## src/rtl/sc_et_pkg.sv

```systemverilog
// Shared types and helpers for the stochastic-computing early-termination blocks.
//  - sc_dec_state_t : decoder FSM states
//  - cnt_width()    : stream counter width derived from encoder geometry
package sc_et_pkg;

    typedef enum logic [1:0] {
        IDLE  = 2'd0,
        ACCUM = 2'd1,
        NORM  = 2'd2
    } sc_dec_state_t;

    // Full-precision stream length is 2^(width*num_inputs) beats.
    function automatic int unsigned cnt_width(input int unsigned width,
                                              input int unsigned num_inputs);
        return width * num_inputs;
    endfunction

endpackage

```

## src/rtl/sc_log2_pow2.sv

```systemverilog
// Combinational log2 of a nonzero count plus a power-of-two flag.
//  x       : value to inspect
//  k       : index of the most significant set bit (floor(log2(x)))
//  is_pow2 : x has exactly one bit set
module sc_log2_pow2 #(
    parameter int unsigned IN_W = 9,
    parameter int unsigned K_W  = $clog2(IN_W)
) (
    input  logic [IN_W-1:0] x,
    output logic [K_W-1:0]  k,
    output logic            is_pow2
);

    // MSB priority encode: the highest set bit wins because it is assigned last.
    always_comb begin
        k = '0;
        for (int i = 0; i < int'(IN_W); i++) begin
            if (x[i]) begin
                k = K_W'(i);
            end
        end
    end

    assign is_pow2 = (x != '0) && ((x & (x - IN_W'(1))) == '0);

endmodule

```

## src/rtl/sc_decode_et.sv

```systemverilog
// Stochastic-to-binary decoder for early-terminated bitstreams.
// Counts ones in one SC stream and, on the last beat, normalises the count
// by the observed (power-of-two) stream length into a CNT_WIDTH-bit fraction.
//  clk, rst                 : clock, synchronous active-high reset
//  start                    : clears counters and begins a new stream
//  z_valid, z, z_last       : stream beat, bit, and final-beat marker
//  busy                     : stream in progress (ACCUM or NORM)
//  Bz, Bz_valid             : decoded value and its one-cycle strobe
//  len_log2                 : log2 of the last stream length
//  err                      : sticky until start; overflow or non-power-of-two length
module sc_decode_et
    import sc_et_pkg::*;
#(
    parameter int unsigned WIDTH      = 4,
    parameter int unsigned NUM_INPUTS = 2,
    parameter int unsigned CNT_WIDTH  = cnt_width(WIDTH, NUM_INPUTS)
) (
    input  logic                             clk,
    input  logic                             rst,
    input  logic                             start,
    input  logic                             z_valid,
    input  logic                             z,
    input  logic                             z_last,
    output logic                             busy,
    output logic [CNT_WIDTH-1:0]             Bz,
    output logic                             Bz_valid,
    output logic [$clog2(CNT_WIDTH+1)-1:0]   len_log2,
    output logic                             err
);

    localparam int unsigned CW1 = CNT_WIDTH + 1;
    localparam int unsigned KW  = $clog2(CNT_WIDTH + 1);
    localparam logic [CW1-1:0] FULL_LEN = CW1'(1) << CNT_WIDTH;

    sc_dec_state_t        state_q, state_d;
    logic [CW1-1:0]       ones_q, ones_d;
    logic [CW1-1:0]       cycles_q, cycles_d;
    logic [CNT_WIDTH-1:0] bz_q, bz_d;
    logic                 bz_valid_q, bz_valid_d;
    logic [KW-1:0]        len_q, len_d;
    logic                 err_q, err_d;
    logic                 busy_q, busy_d;

    logic [KW-1:0]        k;
    logic                 is_pow2;
    logic [KW-1:0]        shamt;
    logic [CW1-1:0]       scaled;
    logic                 accept;

    sc_log2_pow2 #(
        .IN_W (CW1),
        .K_W  (KW)
    ) u_log2 (
        .x       (cycles_q),
        .k       (k),
        .is_pow2 (is_pow2)
    );

    // Scale ones up to a CNT_WIDTH-bit fraction of the 2^k stream length.
    assign shamt  = KW'(CNT_WIDTH) - k;
    assign scaled = ones_q << shamt;

    // Next-state and output computation.
    always_comb begin
        state_d    = state_q;
        ones_d     = ones_q;
        cycles_d   = cycles_q;
        bz_d       = bz_q;
        bz_valid_d = 1'b0;
        len_d      = len_q;
        err_d      = err_q;
        accept     = 1'b0;

        if (start) begin
            // Start wins over any in-flight stream; its result is dropped.
            ones_d   = '0;
            cycles_d = '0;
            err_d    = 1'b0;
            state_d  = ACCUM;
            accept   = z_valid;
        end else begin
            case (state_q)
                ACCUM: accept = z_valid;
                NORM: begin
                    state_d    = IDLE;
                    bz_valid_d = 1'b1;
                    len_d      = k;
                    bz_d       = (ones_q == cycles_q) ? '1 : scaled[CNT_WIDTH-1:0];
                    if (!is_pow2) begin
                        err_d = 1'b1;
                    end
                end
                default: ;
            endcase
        end

        if (accept) begin
            // Once the counter is full further beats are flagged, not counted.
            if (cycles_d == FULL_LEN) begin
                err_d = 1'b1;
            end else begin
                ones_d   = ones_d + CW1'(z);
                cycles_d = cycles_d + CW1'(1);
            end
            if (z_last) begin
                state_d = NORM;
            end
        end

        busy_d = (state_d != IDLE);
    end

    always_ff @(posedge clk) begin
        if (rst) begin
            state_q    <= IDLE;
            ones_q     <= '0;
            cycles_q   <= '0;
            bz_q       <= '0;
            bz_valid_q <= 1'b0;
            len_q      <= '0;
            err_q      <= 1'b0;
            busy_q     <= 1'b0;
        end else begin
            state_q    <= state_d;
            ones_q     <= ones_d;
            cycles_q   <= cycles_d;
            bz_q       <= bz_d;
            bz_valid_q <= bz_valid_d;
            len_q      <= len_d;
            err_q      <= err_d;
            busy_q     <= busy_d;
        end
    end

    assign busy     = busy_q;
    assign Bz       = bz_q;
    assign Bz_valid = bz_valid_q;
    assign len_log2 = len_q;
    assign err      = err_q;

endmodule
```

## config.mk

```make
export PLATFORM = sky130hd
export DESIGN_NAME = sc_decode_et
export DESIGN_NICKNAME = d
export VERILOG_FILES = /design/src/rtl/sc_et_pkg.sv /design/src/rtl/sc_log2_pow2.sv /design/src/rtl/sc_decode_et.sv
export SDC_FILE = /design/constraint.sdc
export NUM_CORES = 1
export LEC_CHECK = 0
export BUFFER_PORTS_ARGS = -buffer_cell sky130_fd_sc_hd__buf_2
export CORE_MARGIN = 3
export CORE_UTILIZATION = 60
export CTS_BUF_LIST = sky130_fd_sc_hd__clkbuf_4
export DETAILED_ROUTE_END_ITERATION = 6
export PLACE_DENSITY_LB_ADDON = 0.1
export SLEW_MARGIN = 20
export SYNTH_ARGS = -nofsm -noshare
export SYNTH_HDL_FRONTEND = slang
export SYNTH_SLANG_ARGS = --single-unit
```

## constraint.sdc

```tcl
create_clock -name clk -period 3.2 [get_ports clk]
set_input_delay 0.32 -clock clk [delete_from_list [all_inputs] [get_ports clk]]
set_output_delay 0.32 -clock clk [all_outputs]
set_load 0.05 [all_outputs]
```

# After elaboration in Yosys (flattened, before gate mapping)
# Index checks and enable logic that the tools add are counted.
# totals
ff_bits,35
# classes
n_addsub,4
eq_ne,4
shift,1
muxes,27
bitwise_logic,2
reduce_logical,6
# op_table
op,count
$mux 9,6
$mux 2,6
$mux 3,4
$add 9x1->9,1
$add 9x1->9 const B,1
$and 9x9->9,1
$eq 9x9->1,1
$eq 9x9->1 const B,1
$logic_not 9->1,1
$mux 1,9
$reduce_bool 9->1,1
$shl 9x4->8,1
$sub 9x1->9 const B,1
$mux 8,1
$mux 4,1
$sub 4x4->4 const A,1
$eq 2x1->1 const B,1
$eq 2x2->1 const B,1
$reduce_and 2->1,1
$reduce_bool 2->1,1
$reduce_or 2->1,1
$logic_and 1x1->1,1
$not 1->1,1

# Logic depth before layout (Yosys ltp)
# Gate-level depths: netlist (run 1).
# depth
word_depth,11
ltp_mapped,11

# Modules after synthesis
# From an unflattened synthesis (run 1), not the netlist that was laid out.
# unflattened
cells_unflattened,276
area_unflattened_um2,2287.2
# by_module_without_submodules
mod,n_inst,cells_each,area_per_inst_um2,seq_area_each_um2
sc_decode_et,1,246,2067.0,700.7
sc_log2_pow2,1,30,220.2,0.0

# Worst setup path after synthesis (run 1)
# Ideal clock, no wire load.
# synth_path
path_type,register to register
from,register cycles_q[3]
to,"register bz_q[2], in the netlist Bz[2]"
setup_ns,0.086
arrival_time_ns,2.485
setup_slack_ns,0.629
path_stages_with_launch,12
n_path_buf,2
synth_period_minus_slack_ns,2.571
path_cell_list,dfxtp_1 clkbuf_1 nor2_1 or3_1 a21oi_1 inv_1 ha_1 clkbuf_1 nand2_1 a211oi_1 o21ai_0 a211oi_1
# synth_between
elab_chain_len,9
# synth_rtl
item,line_no,rtl
start: declaration,sc_decode_et.sv:37,"logic [CW1-1:0] cycles_q, cycles_d;"
start signal: assignment,sc_decode_et.sv:126,cycles_q <= cycles_d;
$mux 2,sc_log2_pow2.sv:18,if (x[i]) begin
$mux 3 (4 in a row),sc_log2_pow2.sv:18,
$mux 4,sc_log2_pow2.sv:18,
$sub 4x4->4,sc_decode_et.sv:60,assign shamt = KW'(CNT_WIDTH) - k;
$shl 9x4->8,sc_decode_et.sv:61,assign scaled = ones_q << shamt;
$mux 8 (*),sc_decode_et.sv:88,bz_d = (ones_q == cycles_q) ? '1 : scaled[CNT_WIDTH-1:0];
end signal: assignment,sc_decode_et.sv:127,bz_q <= bz_d;
end: declaration,sc_decode_et.sv:38,"logic [CNT_WIDTH-1:0] bz_q, bz_d;"
# Mark *: on every way between the ends. The rest lies on a longest branch, timed or not.
# A chain may end at the register's enable or synchronous reset.

# Worst setup path in the final report (run 1)
# layout_path
from,register cycles_q[2]
to,"register bz_q[7], in the netlist Bz[7]"
# layout_between
elab_chain_len,10
# layout_rtl
item,line_no
$mux 2 (2 in a row),sc_log2_pow2.sv:18
$mux 3 (4 in a row),sc_log2_pow2.sv:18
$mux 4,sc_log2_pow2.sv:18
$sub 4x4->4,sc_decode_et.sv:60
$shl 9x4->8,sc_decode_et.sv:61
$mux 8 (*),sc_decode_et.sv:88
# Marks and branches as above.

==> metrics, run 1 <==
Core Region=3442 sq um; most common cell after layout, fill and taps aside=nor2_1; Slew @ Worst Pin=between 0.6 and 0.7 ns; port bufs=20; Synth Area in XOR/XNOR=0.08740; worst min-delay path class=in -> reg; number of vias per cell=5.970; switching pwr=0.2071 mW; Overall Power=0.7649 mW; register share of total power=0.589; R2R cell count=9; vias in the first global route=about 1800; worst endpoint data arrival time=~3.2 ns; Critical R2R Capture=Bz[7]$_SDFFE_PP0P_; Power Density=324.1 nW/um^2; first-pass GRT wire length=8576 microns; Synth area leaders=dfxtp_1 32%, xnor2_1 8.3%, nor2_1 6.1%; initial drt markers=110; Seq/Total Area, Yosys=0.3178; die width=66.62 microns; Area after DPL=between 2000 and 2500 sq um; setup ws final=0.2486 ns; CTS clk-pin slew, worst paths=roughly 0.10 ns; Max FO, Critical Path=17; CTS Buf Count=5; placed cells=330; root buf cell=clkbuf_4; CTS Buffer Depth=2; vias after detailed routing=2018; Synth Register Bits=35; Detailed Route WL=4928 microns; Worst setup SP type=flip-flop; worst r2r src=cycles_q[2]$_SDFF_PP0_; Setup Fix Bufs, Post-CTS=0; DR pass1 iterations=5; Mapped Avg Cell Area=slightly below 8 sq um; sequential cell area=700.7 sq um; dominant cell type by area after synthesis=dfxtp_1; Final Setup Violations=0; drc violations=0; area of the multi-input gates=about 1400 sq um; post-route setup TNS=0 ns; commonest non-fill, non-tap cells in the layout=36 x nor2_1, 35 x dfxtp_1, 22 x nand2_1, 21 x xnor2_1, 20 x buf_2; initial antenna violation count=0; Clock Latency Late Sink=between 0.3 and 0.4 ns; Syn Nets=roughly 290; final cell count without fillers=338; Post-Syn Instances=281; RSZ-0062 raised after global routing=no; ys async rst share=0; R2R setup slack=between 0.2 and 0.25 ns; Routed WL per cell=14.58 microns; Hold Path End=state_q[0]$_SDFF_PP0_; Max VDD drop=about 220 uV; Synth Area in Compound Gates=0.1879; Worst Min Path Start=z_last; max-slew violations=0; n_diodes=0; Boundary Pins=21; Clock Power Share=0.307; FMAX=338.8 MHz; Area growth syn-to-layout=7.037%; Synth Flop Type=dfxtp_1; CTS H-tree lvls=2; gr usage total=0.2525; initial core utilization=0.6405; Final Hold Viols=0; max cap viols=0; Post-Place Worst Slack=roughly 0.37 ns; CTS tree=done; Adder-Cell Fraction of Synth Area=0.03292; Final HPWL DP=between 3000 and 4000 microns; Post-Synthesis Cell Area=2205 sq um; Internal=between 0.5 and 0.6 mW; share of the synthesized area in the top cell type=0.3178; GPL Wtd Cong=a little under 0.9; Synth Area in Simple Gates=0.2917; Post-synth EDFFs=0; CP endpoint kind=flip-flop; Sw Share=0.2707; status=complete, no violations; crit path time final=just under 3 ns; crit share post-route=0.9223; share of power burned in combinational logic=0.103; die height=66.62 microns; Row Count=21; Critical Path RT=~3.5 ns; worst clock skew=about 0.0082 ns; Hold Path Stages=2; clock sinks=35; combinational family with the most area after synthesis=simple AND/OR/NAND/NOR gates; Fillers=284; share of cells above drive strength 1=0.1404; portion of netlist area occupied by mux cells=0.03292; pin count of the biggest net entering global routing=30; nets=just over 300; leakage=~0.87 nW; Setup CP Type=reg -> reg; ANT nets after route=0; YS warnings=0; CTS Hold Buffers Added=0; Max-slew headroom=0.5646; Crit. Startpoint=cycles_q[2]$_SDFF_PP0_; CTS-repair resized insts=0; Distinct cells, synth=48; GR Overflow Total=0; Final Instance Area=2360 sq um; full die area=approximately 4400 sq um
==> final cells by class <==
| cell class | instances | area share |
|---|---|---|
| Tap cell | 46 | 0.02439 |
| Clock inverter | 2 | 0.003181 |
| Clock buffer | 6 | 0.01909 |
| Timing Repair Buffer | 23 | 0.05196 |
| Multi-Input combinational cell | 220 | 0.5949 |
| Inverter | 6 | 0.009544 |
| Sequential cell | 35 | 0.2969 |
==> cells by family (layout without fill, tap and decap cells) <==
logic type               after synthesis  in the layout
AO/OA/AOI/OAI                         63             63
XOR/XNOR                              22             22
adder cells (fa/ha/maj)                6              6
buffers and inverters                 26             37
flip-flops                            35             35
multiplexers                           6              6
AND/OR/NAND/NOR                      123            123
==> worst max-delay path, cell delays in order, from the launching register on <==
cell and delay, ns:
dfxtp_1 0.54, nor2b_1 0.10, o21ai_1 0.53, nand2_1 0.23
inv_1 0.15, ha_1 0.39, nand2b_1 0.21, a211oi_1 0.30
o21ai_0 0.13, a311oi_1 0.27
==> state kept, by name, summed over array words and instances (netlist names) <==
name      flops
state_q       2
len_log2      4
Bz            8
cycles_q      9
busy          1
Bz_valid      1
err           1
ones_q        9
==> stage by stage <==
step / utilization / hold WS, ns
floorplan: - / 0.4083
global placement: 0.6692 / 0.4700
detailed placement: 0.6692 / 0.4874
CTS: 0.6845 / 0.1387
global route: 0.6856 / 0.1417
finish: 0.6856 / 0.1455
==> per-layer routing <==
metal | global-route usage | vias up | share of wire
met5 | 0 | - | 0
met4 | 0.09898 | 0 | 0.016
met3 | 0.04553 | 8 | 0.067
met2 | 0.4022 | 68 | 0.46
met1 | 0.3350 | 924 | 0.46
li1 | - | 1018 | -
==> Yosys cell counts, drive strengths merged, types with 2 or more instances <==
cell type / number
nand2b: 10
and4b: 2
o22ai: 2
nand4: 4
o31a: 2
a21oi: 16
a31o: 2
or4: 2
nand2: 22
or3: 4
mux2i: 5
ha: 5
xnor2: 21
o21ai: 15
or2: 5
dfxtp: 35
o21a: 3
nor3: 8
nor2b: 11
a2111oi: 2
a22oi: 3
a211oi: 9
nor4: 7
nand3: 5
a311oi: 2
inv: 6
and3: 2
nor3b: 3
nor2: 36
buf: 7
clkbuf: 13
==> worst max path at each step <==
stage	to	slack, ns	cells past startpoint
final	Bz[7]$_SDFFE_PP0P_	0.25	9
after global routing	Bz[7]$_SDFFE_PP0P_	0.03	9
after CTS	Bz[4]$_SDFFE_PP0P_	0.32	8
after detailed placement	Bz[4]$_SDFFE_PP0P_	0.37	8
after global placement	Bz[4]$_SDFFE_PP0P_	0.44	8
after floorplan	Bz[2]$_SDFFE_PP0P_	0.63	11
==> power by group through the flow <==
stage | Clock [mW] | Sequential (mW) | Combinational, mW
floorplan | 0 | 0.474 | 0.0442
global placement | 0 | 0.460 | 0.0783
detailed placement | 0 | 0.461 | 0.0788
CTS | 0.238 | 0.451 | 0.0790
global route | 0.259 | 0.452 | 0.0868
finish | 0.235 | 0.451 | 0.0791
No activity file was read; power rests on OpenSTA's default activity.
==> run 2, diff against run 1 <==
--- a/config.mk
+++ b/config.mk
@@ -11,5 +11,5 @@
 export CTS_BUF_LIST = sky130_fd_sc_hd__clkbuf_4
 export DETAILED_ROUTE_END_ITERATION = 6
-export PLACE_DENSITY_LB_ADDON = 0.1
+export PLACE_DENSITY = 0.81
 export SLEW_MARGIN = 20
 export SYNTH_ARGS = -nofsm -noshare
==> constraint.sdc (replaced) <==
create_clock -name clk -period 3.2 [get_ports clk]
set_input_delay 0.32 -clock clk [delete_from_list [all_inputs] [get_ports clk]]
set_output_delay 0.32 -clock clk [all_outputs]
set_load 0.02 [all_outputs]
==> run 2 against run 1 <==
Register-to-register slack better by 0.06 ns. First-iteration DRC count is 58% higher. Global-route usage is 0.13 points higher. Non-clock buffer count is 2 higher. Largest power group unchanged.
==> metrics, run 2 (synthesis results as in run 1) <==
status=complete, no violations; Slew @ Worst Pin=0.5382 ns (-0.1105 ns); Post-Place Worst Slack=0.3659 ns (-0.008612 ns); setup ws final=0.3131 ns (+0.06450 ns); initial drt markers=174 (+58%); placed cells=332 (+0.61%); port bufs=20 (unchanged); worst hold slack=0.1657 ns (+0.02017 ns); vias after detailed routing=2028 (+0.50%); Max-slew headroom=0.6385 (+0.07390); GPL Wtd Cong=0.9523 (+6.8%); crit share post-route=0.9022 (-0.02016); root buf cell=clkbuf_4; drc violations=0 (unchanged); ANT nets after route=0 (unchanged); Detailed Route WL=5016 microns (+1.8%); post-route setup TNS=0 ns (unchanged); die height=66.62 microns (unchanged); Area growth syn-to-layout=7.662%; final cell count without fillers=339 (+0.30%); Routed WL per cell=14.80 microns (+1.5%); n_diodes=0 (unchanged); nets=304 (+0.66%); pin count of the biggest net entering global routing=30 (unchanged); Critical Path RT=3.43 ns (-0.03 ns); CTS tree=done; CTS-repair resized insts=0 (unchanged); Setup Fix Bufs, Post-CTS=0 (unchanged); Boundary Pins=21 (unchanged); FMAX=346.4 MHz (+2.2%); commonest non-fill, non-tap cells in the layout=36 x nor2_1, 34 x dfxtp_1, 22 x nand2_1, 21 x xnor2_1, 20 x buf_2; gr usage total=0.2538 (+0.001324); CTS clk-pin slew, worst paths=0.11 ns (about the same); most common cell after layout, fill and taps aside=nor2_1; clock sinks=35 (unchanged); Final HPWL DP=3548 microns (about the same); initial core utilization=0.6405 (unchanged); CTS Buffer Depth=2 (unchanged); RSZ-0062 raised after global routing=no; worst endpoint data arrival time=3.11 ns (-0.11 ns); die width=66.62 microns (unchanged); Final Hold Viols=0 (unchanged); CTS H-tree lvls=2 (unchanged); Core Region=3442 sq um (unchanged); CTS Buf Count=5 (unchanged); vias in the first global route=1809 (-1.7%); Final Setup Violations=0 (unchanged); crit path time final=2.887 ns (-0.06450 ns); Row Count=21 (unchanged); GR Overflow Total=0 (unchanged); Clock Latency Late Sink=0.34 ns (about the same); max-slew violations=0 (unchanged); initial antenna violation count=0 (unchanged); Area after DPL=2318 sq um (+0.65%); full die area=4438 sq um (unchanged); Setup CP Type=reg -> reg; max cap viols=0 (unchanged); worst clock skew=0.003959 ns (-0.004211 ns); number of vias per cell=5.982 (+0.20%); Final Instance Area=2374 sq um (+0.58%); Max FO, Critical Path=17 (unchanged); share of cells above drive strength 1=0.1536 (+0.01317); Power Density=314.0 nW/um^2 (-3.1%); CTS Hold Buffers Added=0 (unchanged); first-pass GRT wire length=8583 microns (about the same); worst min-delay path class=in -> reg; utilization after layout=0.6896 (+0.003998); Max VDD drop=223.9 uV (+2.7%); Worst setup SP type=flip-flop; leakage=0.8803 nW (+1.2%); Overall Power=0.7452 mW (-2.6%); DR pass1 iterations=4 (-1); CP endpoint kind=flip-flop
run 2: changes by cell type in the layout (fill, tap and decap cells not counted), sizes merged:
cell    change
buf         +2
clkbuf      -1
run 2: worst max-delay path: stages (launching register included):
cell and delay, ns:
dfxtp_1 0.61, nor2_1 0.10, or3_1 0.31, a21oi_1 0.23
inv_1 0.07, ha_1 0.48, nand2b_1 0.25, a2111o_1 0.38
o41ai_1 0.35
run 2: worst paths after layout:
path	depth (start not counted)	startpoint	slack, ns	end
worst max register to register	8	cycles_q[3]$_SDFF_PP0_	0.31	Bz[4]$_SDFFE_PP0P_
worst min register to register	2	Bz[1]$_SDFFE_PP0P_	0.50	Bz[1]$_SDFFE_PP0P_
worst min-delay path	2	z_last	0.17	state_q[0]$_SDFF_PP0_
worst max-delay path	8	cycles_q[3]$_SDFF_PP0_	0.31	Bz[4]$_SDFFE_PP0P_
run 2: layout make-up:
cell class                 instances  area, sq um
fill                             288         1069
multi-input combinational        220         1408
timing repair buffer              25        137.6
sequential                        35        701.9
tap                               46        57.56
inverter                           6        22.52
clock buffer                       5        37.54
clock inverter                     2        8.758
run 2: per-layer routing:
layer / track usage / vias to the layer above / wire [microns]
met3: 0.06239 / 14 / 343
li1: - / 1015 / -
met2: 0.3824 / 76 / 2237
met1: 0.3485 / 923 / 2317
met5: 0 / - / 0
met4: 0.09137 / 0 / 118
run 2: where the power goes:
part	internal, mW	total (mW)	switching [mW]
Combinational	0.0251	0.0698	0.0448
Clock	0.0779	0.225	0.147
Sequential	0.443	0.450	0.00717
Total	0.546	0.745	0.199
